--- config.mk ---
export PLATFORM = sky130hd
export DESIGN_NAME = imem_loader
export DESIGN_NICKNAME = d
export VERILOG_FILES = /design/src/rtl/cpu_pkg.sv /design/src/rtl/imem_16x4.sv /design/src/rtl/imem_loader.sv
export SDC_FILE = /design/constraint.sdc
export NUM_CORES = 1
export LEC_CHECK = 0
export ABC_AREA = 1
export CAP_MARGIN = 40
export CORE_ASPECT_RATIO = 1.25
export CORE_MARGIN = 3
export CORE_UTILIZATION = 35
export DETAILED_ROUTE_END_ITERATION = 16
export GPL_TIMING_DRIVEN = 0
export SLEW_MARGIN = 10
export SYNTH_ARGS = -nofsm -noshare
export SYNTH_HDL_FRONTEND = slang
export SYNTH_SLANG_ARGS = --single-unit
export TNS_END_PERCENT = 5
--- constraint.sdc ---
create_clock -name clk -period 2.3 [get_ports clk]
set_input_delay 0.345 -clock clk [delete_from_list [all_inputs] [get_ports clk]]
set_output_delay 0.345 -clock clk [all_outputs]
set_load 0.02 [all_outputs]
--- src/rtl/cpu_pkg.sv ---
// Shared definitions for the 4-bit CPU: loader FSM encoding, opcodes and
// default memory geometry.
package cpu_pkg;

  localparam int NIB_W_DEF  = 4;
  localparam int ADDR_W_DEF = 4;

  typedef enum logic [2:0] {
    ST_IDLE   = 3'd0,
    ST_ACCEPT = 3'd1,
    ST_WR_LO  = 3'd2,
    ST_WR_HI  = 3'd3,
    ST_FINISH = 3'd4
  } loader_state_e;

  localparam logic [3:0] OP_NOP   = 4'b0000;
  localparam logic [3:0] OP_LOAD  = 4'b0001;
  localparam logic [3:0] OP_ADD   = 4'b0010;
  localparam logic [3:0] OP_SUB   = 4'b0011;
  localparam logic [3:0] OP_AND   = 4'b0100;
  localparam logic [3:0] OP_OR    = 4'b0101;
  localparam logic [3:0] OP_XNOR  = 4'b0111;
  localparam logic [3:0] OP_SLEEP = 4'b1000;

endpackage

--- src/rtl/imem_16x4.sv ---
// Nibble-wide instruction memory: one synchronous write port and a combinational
// read of two consecutive nibbles (addr, addr+1 with wrap).
module imem_16x4
  import cpu_pkg::*;
#(
  parameter int ADDR_W = ADDR_W_DEF,
  parameter int NIB_W  = NIB_W_DEF
) (
  input  logic              clk,
  input  logic              we_i,
  input  logic [ADDR_W-1:0] waddr_i,
  input  logic [NIB_W-1:0]  wdata_i,
  input  logic [ADDR_W-1:0] raddr_i,
  output logic [NIB_W-1:0]  rdata_lo_o,
  output logic [NIB_W-1:0]  rdata_hi_o
);

  localparam int DEPTH = 2 ** ADDR_W;

  logic [NIB_W-1:0]  mem_q [DEPTH];
  logic [ADDR_W-1:0] raddr_next;

  // NOTE: the array has no reset so program contents survive a loader reset
  // and the storage can map onto plain RAM cells.
  always_ff @(posedge clk) begin
    if (we_i) begin
      mem_q[waddr_i] <= wdata_i;
    end
  end

  assign raddr_next = raddr_i + 1'b1;
  assign rdata_lo_o = mem_q[raddr_i];
  assign rdata_hi_o = mem_q[raddr_next];

endmodule

--- src/rtl/imem_loader.sv ---
// Streams instruction bytes into the nibble memory, holds the CPU in reset
// while loading, pulses wakeup when the session ends, and serves CPU fetches.
module imem_loader
  import cpu_pkg::*;
#(
  parameter int ADDR_W = ADDR_W_DEF,
  parameter int NIB_W  = NIB_W_DEF
) (
  input  logic                clk,
  input  logic                reset,
  input  logic                load_start,
  input  logic                in_valid,
  output logic                in_ready,
  input  logic [2*NIB_W-1:0]  in_data,
  input  logic                in_last,
  input  logic [ADDR_W-1:0]   rd_addr,
  output logic [2*NIB_W-1:0]  rd_data,
  output logic                cpu_hold,
  output logic                wakeup,
  output logic                busy,
  output logic                done,
  output logic [ADDR_W-1:0]   count,
  output logic                overflow
);

  localparam int MAX_INSTR = 2 ** (ADDR_W - 1);
  localparam logic [ADDR_W-1:0] MAX_CNT   = ADDR_W'(MAX_INSTR);
  localparam logic [ADDR_W-1:0] WPTR_STEP = ADDR_W'(2);

  loader_state_e       state_q, state_d;
  logic [ADDR_W-1:0]   wptr_q, wptr_d;
  logic [ADDR_W-1:0]   count_q, count_d;
  logic [ADDR_W-1:0]   count_inc;
  logic [2*NIB_W-1:0]  hold_q, hold_d;
  logic                hold_last_q, hold_last_d;
  logic                done_q, done_d;
  logic                overflow_q, overflow_d;

  logic                mem_we;
  logic [ADDR_W-1:0]   mem_waddr;
  logic [NIB_W-1:0]    mem_wdata;
  logic [NIB_W-1:0]    rd_lo, rd_hi;

  // NOTE: state registers use non-blocking assignments so every flop samples
  // the pre-edge value of its neighbours, matching real hardware.
  always_ff @(posedge clk or posedge reset) begin
    if (reset) begin
      state_q     <= ST_IDLE;
      wptr_q      <= '0;
      count_q     <= '0;
      hold_q      <= '0;
      hold_last_q <= 1'b0;
      done_q      <= 1'b0;
      overflow_q  <= 1'b0;
    end else begin
      state_q     <= state_d;
      wptr_q      <= wptr_d;
      count_q     <= count_d;
      hold_q      <= hold_d;
      hold_last_q <= hold_last_d;
      done_q      <= done_d;
      overflow_q  <= overflow_d;
    end
  end

  // NOTE: every signal driven here gets a default first; any path that left
  // one unassigned would infer a latch.
  always_comb begin
    state_d     = state_q;
    wptr_d      = wptr_q;
    count_d     = count_q;
    hold_d      = hold_q;
    hold_last_d = hold_last_q;
    done_d      = done_q;
    overflow_d  = overflow_q;
    count_inc   = count_q + 1'b1;
    mem_we      = 1'b0;
    mem_waddr   = wptr_q;
    mem_wdata   = hold_q[NIB_W-1:0];

    case (state_q)
      ST_IDLE: begin
        // Bytes offered while idle are dropped; only load_start matters here.
        if (load_start) begin
          wptr_d     = '0;
          count_d    = '0;
          done_d     = 1'b0;
          overflow_d = 1'b0;
          state_d    = ST_ACCEPT;
        end
      end
      ST_ACCEPT: begin
        if (in_valid) begin
          hold_d      = in_data;
          hold_last_d = in_last;
          state_d     = ST_WR_LO;
        end
      end
      ST_WR_LO: begin
        mem_we  = 1'b1;
        state_d = ST_WR_HI;
      end
      ST_WR_HI: begin
        mem_we    = 1'b1;
        mem_waddr = wptr_q + 1'b1;
        mem_wdata = hold_q[2*NIB_W-1:NIB_W];
        wptr_d    = wptr_q + WPTR_STEP;
        count_d   = count_inc;
        if (hold_last_q || (count_inc == MAX_CNT)) begin
          overflow_d = ~hold_last_q;
          state_d    = ST_FINISH;
        end else begin
          state_d = ST_ACCEPT;
        end
      end
      ST_FINISH: begin
        done_d  = 1'b1;
        state_d = ST_IDLE;
      end
      default: state_d = ST_IDLE;
    endcase
  end

  imem_16x4 #(
    .ADDR_W (ADDR_W),
    .NIB_W  (NIB_W)
  ) u_imem (
    .clk        (clk),
    .we_i       (mem_we),
    .waddr_i    (mem_waddr),
    .wdata_i    (mem_wdata),
    .raddr_i    (rd_addr),
    .rdata_lo_o (rd_lo),
    .rdata_hi_o (rd_hi)
  );

  assign rd_data  = {rd_hi, rd_lo};
  assign in_ready = (state_q == ST_ACCEPT);
  assign busy     = (state_q == ST_ACCEPT) || (state_q == ST_WR_LO) || (state_q == ST_WR_HI);
  assign cpu_hold = busy;
  assign wakeup   = (state_q == ST_FINISH);
  assign done     = done_q;
  assign count    = count_q;
  assign overflow = overflow_q;

endmodule

==> key figures <==
STA
  • Final setup viols: 0
  • Post-layout min period: 2.28 ns
  • Least-Margin Pin Slew: between 0.7 and 0.8 ns
  • Fmax: 0.439 GHz
  • Hold Fails Final Rpt: 0
  • Clock skew: 0.0136 ns
  • RSZ-0062 raised after global routing: no
  • Slew margin rel.: 47.2%
  • Period utilization: 99.1%
  • Slew Limit Fails: 0
  • Fin Setup TNS: 0 ns

Finish
  • Area Growth Syn to Fin: 22.3%
  • Finished Core Util: around 45%
  • Share of cells above drive strength 1: 12.2%
  • Multi-input gate area: roughly 1700 sq um
  • Antenna cells: 0
  • Filler cells: 1222
  • Register area: 2450 sq um
  • Final Non-Filler Cells: 755
  • Final net count: 606

Die
  • Rows: 45
  • CORE AREA: 12400 sq um
  • Ports: 35
  • Height of the die: 133 microns
  • Chip Width: 108 microns
  • Die area: 14400 sq um
  • Initial Util: between 30% and 40%

Critical path
  • WP data required: 1.96 ns
  • CP Capture Type: output port
  • R2R cell count: 5
  • Reg2reg end: u_imem.mem_q[1][0]
  • Reg2reg start: state_q[2]
  • Crit-path cells: clkdlybuf4s50_1 -> inv_1 -> xor2_4 -> inv_1 -> nand3_1 -> nand2_1 -> buf_4
  • Reg-to-reg slack, setup: ~0.33 ns
  • Crit-path max FO: 5
  • CP bufs+invs: 4
  • CP startpoint: rd_addr[3]
  • Crit path depth: 7
  • Worst setup endpoint: rd_data[4]
  • WS Path Type: in2out
  • CP dominant cell by count: inv_1
  • Crit-path slowest cell: clkdlybuf4s50_1
  • Worst path top cell family by delay: buffers and inverters
  • Crit path DAT: 1.94 ns
  • Startpoint Class: input port
  • CP max stage delay: 0.60 ns

Pwr
  • Pwr dens: between 900 and 1000 nW/um^2
  • Peak VDD IR: 0.552 mV
  • Leakage power: 0.00249 uW

Run status
  • Outcome: completed

Global routing
  • Initial antenna violation count: 0
  • Aggregate global routing overflow: 0
  • Vias in the first global route: 3793
  • First-pass GRT wire length: 20.1 mm
  • Pin count of the biggest net entering global routing: 18
  • GRT Util Overall: 18.1%

Synthesis
  • Synth warn: 0
  • Sequential share of the synthesized area: a little over half
  • Compound-Gate Fraction of Synth Area: 6.07%
  • Mapped Nets: about 560
  • Post-synthesis mux area share: 0%
  • Syn Std Cell Area: 4530 sq um
  • Xor and xnor area share after synthesis: less than 1%
  • Gate Count Post-Synth: 538
  • Post-Synth Simple-Gate Area: between 20% and 30%
  • #FFs+latches synth: 85
  • Post-synthesis adder-cell area fraction: less than 1%
  • Cell variety after synth: 28
  • Mean Syn Cell Area: 8.42 sq um
  • Largest family of logic cells by synthesized area: simple AND/OR/NAND/NOR gates

Detailed routing
  • Vias post-DR: approximately 3900
  • Drt wl/cell: around 17 microns
  • DRC Markers: 0
  • TritonRoute pass-1 iters: 5
  • Routed WL: 12.5 mm
  • Vias per std cell: ~5
  • 1st-iter DRT viols: 295
  • Final ANT Viol Nets: 0

Run
  • Max cap viols: 0

Placed design
  • Placer Congestion: 0.985
  • Dpl cells: 736
  • Port Buffers: 33
  • Final HPWL DP: 9.05 mm

Clocking
  • CTS tree: built
  • Clock transition at path regs: 0.06 ns
  • Clock tree sinks: 85
  • CTS buffer count: 9
  • H-tree levels: 3
  • Clk Latency, worst-skew pair: between 0.3 and 0.4 ns
  • CTS Buffer Depth: 2
  • Root buf cell: clkbuf_16

Worst hold path
  • Path type of the worst min-delay path: in2async
==> final cells by class <==
class | instances | share of cell area [%]
clock buffers | 9 | 4.06
plain buffers | 26 | 3.99
clock inverters | 7 | 1.49
inverters | 79 | 5.48
flip-flops and latches | 85 | 44.1
repair buffers | 37 | 6.88
well taps | 164 | 3.70
multi-input cells | 348 | 30.2
==> placed cells by master, fill, tap and decap left out, drive strengths merged, types with 3 or more instances in the layout <==
master	Yosys	layout
edfxtp	64	64
nor2	35	35
inv	79	82
nand3	97	97
nand2	166	166
dfrtp	21	21
a21oi	6	6
ha	3	3
clkbuf	2	14
buf	24	33
dlymetal6s2s	0	4
clkdlybuf4s50	0	21
o21ai	16	16
o211ai	16	16
==> kinds of logic after synthesis <==
logic type | count (synthesis)
AOI/OAI and AO/OA | 42
xor gates and xnor gates | 3
adders and majority gates | 3
buffers and inverters | 105
DFF | 85
and+or+nand+nor | 300
==> worst register-to-register path, stage by stage, from the launching register on <==
cell     delay (ns)
dfrtp_1        0.37
buf_6          0.13
nor2_1         0.09
nand2_1        0.16
buf_2          0.25
o21ai_2        0.64
==> state kept, by name (all words and copies together), names as in the netlist <==
register,count
u_imem.mem_q,64
hold_q,8
count,4
wptr_q,3
done,1
state_q,3
overflow,1
hold_last_q,1
==> power breakdown <==
| group | switching [uW] | internal (uW) |
|---|---|---|
| sequential | 133 | 2110 |
| clock | 640 | 859 |
| combinational | 1120 | 554 |
| total | 1900 | 3520 |
==> stage by stage <==
step	instance area (sq um)	power [uW]	hold slack (ns)	setup WS, ns
2_1_floorplan	4530	3270	0.322	0.375
3_3_place_gp	5070	3880	0.458	-0.880
3_5_place_dp	5100	3920	0.460	-0.864
4_1_cts	5490	5450	0.237	-0.0440
5_1_grt	5540	5750	0.275	0.00377
6_report	5540	5410	0.239	0.0197
==> layer usage <==
metal | wire (microns) | vias to the layer above | track usage [%]
met2 | 6160 | 180 | 30.8
met4 | 394 | 0 | 7.58
met1 | 5290 | 1787 | 23.1
met3 | 671 | 32 | 2.23
li1 | - | 1851 | -
met5 | 0 | - | 0
==> repair_timing <==
action	in CTS	in global routing
setup buffers	1	1
pin swaps	3	6
resized for setup	59	15
cloned	0	1
hold buffers	0	0
endpoints found under the setup margin	8	9
==> worst min-delay path by stage <==
stage	start	end	slack, ns
final	reset	hold_q[5]	0.24
after global placement	hold_q[3]	hold_q[3]	0.46
after global routing	reset	hold_q[5]	0.27
after CTS	reset	hold_q[5]	0.24
after floorplan	reset	count[0]	0.32
after detailed placement	hold_q[2]	hold_q[2]	0.46
==> cells in the mapped netlist <==
cell / instances / share of area, %
a21oi_1: 3 / 0.33
inv_1: 78 / 6.5
buf_4: 3 / 0.50
edfxtp_1: 64 / 42
nand4_1: 1 / 0.14
buf_6: 3 / 0.75
xor2_2: 1 / 0.36
nor2_2: 1 / 0.14
nand3_1: 96 / 11
clkbuf_1: 2 / 0.17
o211ai_1: 16 / 2.7
a22o_1: 1 / 0.19
nand2_4: 1 / 0.25
buf_2: 18 / 2.0
nand3_2: 1 / 0.22
xnor2_2: 1 / 0.36
nand2_1: 164 / 14
xnor2_1: 1 / 0.19
nand2_2: 1 / 0.14
a21oi_2: 3 / 0.58
nor2_1: 34 / 2.8
inv_2: 1 / 0.083
nor3_4: 1 / 0.36
o31ai_2: 1 / 0.28
o22ai_1: 2 / 0.28
dfrtp_1: 21 / 12
ha_1: 3 / 0.83
o21ai_0: 16 / 1.8
No activity file was read; power rests on OpenSTA's default activity.
==> RTL change 1, RTL diff (same settings) <==
Re-encode `loader_state_e` (5 states) as one-hot, 5 bits wide.
--- a/src/rtl/cpu_pkg.sv
+++ b/src/rtl/cpu_pkg.sv
@@ -5,12 +5,12 @@
   localparam int NIB_W_DEF  = 4;
   localparam int ADDR_W_DEF = 4;
 
-  typedef enum logic [2:0] {
-    ST_IDLE   = 3'd0,
-    ST_ACCEPT = 3'd1,
-    ST_WR_LO  = 3'd2,
-    ST_WR_HI  = 3'd3,
-    ST_FINISH = 3'd4
+  typedef enum logic [4:0] {
+    ST_IDLE   = 5'b00001,
+    ST_ACCEPT = 5'b00010,
+    ST_WR_LO  = 5'b00100,
+    ST_WR_HI  = 5'b01000,
+    ST_FINISH = 5'b10000
   } loader_state_e;
 
   localparam logic [3:0] OP_NOP   = 4'b0000;
Check against the original RTL: same outputs for any inputs over 10 cycles, from zero or initial values and one cycle with reset high; not proved beyond that.
==> RTL change 1 against the unedited design <==
- hold slack worse by 11 ps
- power is 17% lower
- core utilization hardly changed
- combinational power is 39% lower
- routed wire length is 7.6% lower
- area after synthesis is 3.2% higher
- via count is 3.1% lower
- sequential share of layout area is 0.82 points lower
- worst setup slack better by 110 ps
- first-iteration DRC count is 5.1% lower
- sequential cell count is 2 higher
- design area is 4.0% higher
- die area is 3.0% higher
- largest power group unchanged
- highest routed layer unchanged
==> RTL change 1: results (changes against the unedited design) <==
Global routing:
- The number of global-route vias before repair was 3623 (was 3793).
- The pin count of the biggest net entering global routing is 21 (was 18).
- The total track usage was 16.1% (was 18.1%).
- The wire length of the first global-routing pass is 18.3 mm (was 20.1 mm).

Placement:
- The weighted congestion reported at the end of routability-driven placement is 0.926 (was 0.985).
- The area of placed instances was 5280 um2 (was 5100 um2).
- The cell total after placement came to 732 (was 736).
- The sum of net half-perimeters after detailed placement came to 9.02 mm (was 9.05 mm).
- The post-placement worst setup slack came to -722 ps (was -864 ps).

Pwr:
- The net switching power is 0.00129 W (was 0.00190 W).
- The share of power burned in combinational logic is 23.1% (was 31.0%).
- The power attributed to sequential cells is 0.00201 W (was 0.00224 W).
- The leakage power figure came to 2.51 nW (was 2.49 nW).

Critical path:
- The worst setup slack for register-to-register paths is 290 ps (was 330 ps).
- The endpoint of the worst-slack reg-to-reg timing path is u_imem.mem_q[8][0] (was u_imem.mem_q[1][0]).
- The stage delay of the slowest cell on the critical path is 580 ps (was 600 ps).
- The arrival time of the worst setup path is 1820 ps (was 1940 ps).

Timing:
- The clock skew after layout came to 8.49 ps (was 13.6 ps).
- The slew of the pin with the lowest slew margin is 731 ps (was 792 ps).

Yosys:
- The unique cell type count in the Yosys netlist is 33 (was 28).
- Synth cell count leaders: sky130_fd_sc_hd__nand2_1, sky130_fd_sc_hd__nand3_1, sky130_fd_sc_hd__inv_1 (unchanged).
- The number of nets in the synthesized netlist came to 545 (was 558).
- The post-synthesis cell count is 525 (was 538).
- The register area share after synthesis is 53.4% (was 54.0%).
- The fraction of synthesis flops using an asynchronous set or reset pin is 26.4% (was 24.7%).
- Cells taking the most area after synthesis: sky130_fd_sc_hd__edfxtp_1, sky130_fd_sc_hd__dfrtp_1, sky130_fd_sc_hd__nand2_1, sky130_fd_sc_hd__nand3_1, sky130_fd_sc_hd__inv_1 (was sky130_fd_sc_hd__edfxtp_1, sky130_fd_sc_hd__nand2_1, sky130_fd_sc_hd__dfrtp_1, sky130_fd_sc_hd__nand3_1, sky130_fd_sc_hd__inv_1).

Finish:
- The total of fill cells in the finished design is 1235 (was 1222).
- The number of non-filler instances in the completed layout was 754 (was 755).
- The fraction of layout instances using a drive strength above 1 was 16.2% (was 12.2%).

Run status:
- Run status: complete, no violations (unchanged).

Drt:
- The average vias per placed instance is 4.95 (was 5.10).
- The routed wire length per instance is 15.3 um (was 16.6 um).
- The DRC violation total after the first TritonRoute iteration is 280 (was 295).
[RTL change 1: what timing repair did]
action	in CTS	in global routing
pin swaps	6	6
gates resized for setup	52	13
buffers inserted	0	5
gates cloned	0	1
setup endpoints to repair	10	9
[RTL change 1: cells by family after synthesis]
kind of cell / share of synthesized area, %
AND/OR/NAND/NOR: 25.5
flip-flops: 53.4
XOR/XNOR: 0.883
adder cells (fa/ha/maj): 0.803
buffers and inverters: 10.4
AO/OA/AOI/OAI: 9.04
[RTL change 1: worst max-delay path by stage]
stage,start,end,slack [ps],cells past startpoint
floorplan,state_q[1],u_imem.mem_q[0][0],430,4
global placement,rd_addr[0],rd_data[7],-740,10
detailed placement,rd_addr[0],rd_data[6],-720,10
CTS,rd_addr[1],rd_data[1],-40,9
global route,state_q[1],busy,40,6
finish,rd_addr[3],rd_data[5],130,7
[RTL change 1: layout make-up]
class / count / area [um2] / share of cell area, %
multi-input cells: 335 / 1720 / 29.8
plain buffers: 25 / 238 / 4.12
flip-flops and latches: 87 / 2500 / 43.3
inverters: 78 / 314 / 5.45
well taps: 168 / 210 / 3.65
clock inverters: 7 / 78.8 / 1.37
repair buffers: 45 / 482 / 8.35
clock buffers: 9 / 225 / 3.91
[RTL change 1: metal layers]
metal | up-vias | GRT usage [%] | wire, um
li1 | 1854 | - | -
met1 | 1693 | 20.0 | 4790
met2 | 143 | 26.4 | 5580
met3 | 42 | 2.77 | 595
met4 | 0 | 8.73 | 596
met5 | - | 0 | 0
[RTL change 1: worst max-delay path, delay by kind of cell]
family / cells / cell delay [ps]
and+or+nand+nor: 2 / 200
xor gates and xnor gates: 1 / 280
buffers and inverters: 4 / 1010
==> RTL change 2, RTL diff (config.mk and constraints unchanged) <==
Made on the original files. Change the package constant `ADDR_W_DEF` from 4 to 5.
--- a/src/rtl/cpu_pkg.sv
+++ b/src/rtl/cpu_pkg.sv
@@ -3,7 +3,7 @@
 package cpu_pkg;
 
   localparam int NIB_W_DEF  = 4;
-  localparam int ADDR_W_DEF = 4;
+  localparam int ADDR_W_DEF = 5;
 
   typedef enum logic [2:0] {
     ST_IDLE   = 3'd0,
Interface: changed (resized count and rd_addr); port bits go from 35 to 37. The function was not compared with the original's and may differ.
==> RTL change 2 against the unedited design <==
- the flow now finishes with violations (setup timing)
- design area increased by 77%
- routed wire length increased by 110%
- non-clock buffer count increased by 35
- largest power group unchanged
- synthesized cell count increased by 83%
- worst setup slack got worse by 75 ps
- sequential cell count increased by 66
- area after synthesis increased by 77%
- largest cell class unchanged
- power increased by 73%
==> RTL change 2: results (changes against the unedited design) <==
Critical path:
- The arrival time of the worst setup path came to 2010 ps (was 1940 ps).
- The endpoint of the worst-slack reg-to-reg timing path is u_imem.mem_q[6][0] (was u_imem.mem_q[1][0]).
- The peak fanout along the critical path came to 10 (was 5).
- The worst setup slack for register-to-register paths is 130 ps (was 330 ps).
- The library cell contributing the largest single delay on the critical path is sky130_fd_sc_hd__clkdlybuf4s15_2 (was sky130_fd_sc_hd__clkdlybuf4s50_1).

Global routing:
- The wire length of the first global-routing pass is 40.2 mm (was 20.1 mm).
- The pin count of the biggest net entering global routing was 33 (was 18).
- The met1 track demand over resource in global routing came to 26.8% (was 23.1%).
- The met3 track demand over resource in global routing is 4.03% (was 2.23%).
- The number of global-route vias before repair is 7000 (was 3793).
- The total track usage came to 21.7% (was 18.1%).

Pwr:
- The leakage power figure is 4.29 nW (was 2.49 nW).

Drt:
- The final wirelength is 26.4 mm (was 12.5 mm).
- The first-pass iteration count of the detailed router is 6 (was 5).
- The average vias per placed instance is 5.19 (was 5.10).
- The routed wire length per instance is 19.6 um (was 16.6 um).
- The DRC violation total after the first TritonRoute iteration is 792 (was 295).

Finish:
- The number of flip-flops under the largest register name is 128 (was 64).
- The fraction of layout instances using a drive strength above 1 is 13.1% (was 12.2%).

Timing:
- The final setup violation count was 3 (was 0).
- The minimum setup slack in the final design is -55.1 ps (was 19.7 ps).

Placement:
- The cell total after placement is 1308 (was 736).
- The number of I/O port buffers is 36 (was 33).
- The post-placement worst setup slack is -1360 ps (was -864 ps).
- The area of placed instances is 8890 um2 (was 5100 um2).
- The sum of net half-perimeters after detailed placement is 18.9 mm (was 9.05 mm).

Run status:
- Run status: finished, violations left (was complete, no violations).
- The checks that failed: setup timing.

Yosys:
- Cells taking the most area after synthesis: sky130_fd_sc_hd__edfxtp_1, sky130_fd_sc_hd__nand2_1, sky130_fd_sc_hd__nand3_1, sky130_fd_sc_hd__dfrtp_1, sky130_fd_sc_hd__inv_1 (was sky130_fd_sc_hd__edfxtp_1, sky130_fd_sc_hd__nand2_1, sky130_fd_sc_hd__dfrtp_1, sky130_fd_sc_hd__nand3_1, sky130_fd_sc_hd__inv_1).
- Synth cell count leaders: sky130_fd_sc_hd__nand2_1, sky130_fd_sc_hd__nand3_1, sky130_fd_sc_hd__edfxtp_1 (was sky130_fd_sc_hd__nand2_1, sky130_fd_sc_hd__nand3_1, sky130_fd_sc_hd__inv_1).
- The unique cell type count in the Yosys netlist is 27 (was 28).
- The fraction of synthesis flops using an asynchronous set or reset pin came to 15.2% (was 24.7%).

Clocking:
- The CTS H-tree depth came to 4 (was 3).
- The CTS buffer count is 17 (was 9).
## RTL change 2: how the worst max path moves through the flow
stage	slack [ps]	to	depth (start not counted)	startpoint
after floorplan	-10	u_imem.mem_q[0][0]	5	state_q[2]
after global routing	-90	rd_data[2]	10	rd_addr[0]
after CTS	0.8	u_imem.mem_q[4][1]	5	state_q[2]
after global placement	-1940	u_imem.mem_q[30][2]	5	state_q[2]
after detailed placement	-1360	rd_data[6]	10	rd_addr[0]
final	-60	rd_data[2]	10	rd_addr[0]
## RTL change 2: cells by family (layout without fill, tap and decap cells)
logic type	Yosys count	in the layout	synth area share, %
compound gates	80	80	5.06
simple gates	570	570	29.5
buf+inv	169	252	8.39
mux	5	5	0.700
xor+xnor	6	6	0.934
flops	151	151	55.0
fa+ha+maj	3	3	0.467
## RTL change 2: timing repair
action,in CTS,in global routing
setup endpoints to repair,111,173
pin swaps,5,3
setup buffers,8,2
resized for setup,125,21
gates cloned,0,0
## RTL change 2: routing by layer
metal	wire [um]	share of wire (%)
met1	10400	39
met4	1580	6.0
met5	0	0
met2	12500	47
met3	1910	7.2
## RTL change 2: cell type report
class / count / area (um2)
Fill cell: 2255 / 12600
Sequential cell: 151 / 4420
Multi-Input combinational cell: 664 / 3110
Clock buffer: 24 / 536
Timing Repair Buffer: 51 / 531
Inverter: 122 / 468
Buffer: 47 / 360
Tap cell: 283 / 354
Clock inverter: 8 / 56.3
## RTL change 2: power by group through the flow
stage / sequential, W / clock [W] / combinational [W]
after floorplan: 0.00393 / 0 / 0.00128
after global placement: 0.00397 / 0 / 0.00234
after detailed placement: 0.00391 / 0 / 0.00263
after CTS: 0.00385 / 0.00278 / 0.00279
after global routing: 0.00388 / 0.00290 / 0.00304
final: 0.00385 / 0.00274 / 0.00280
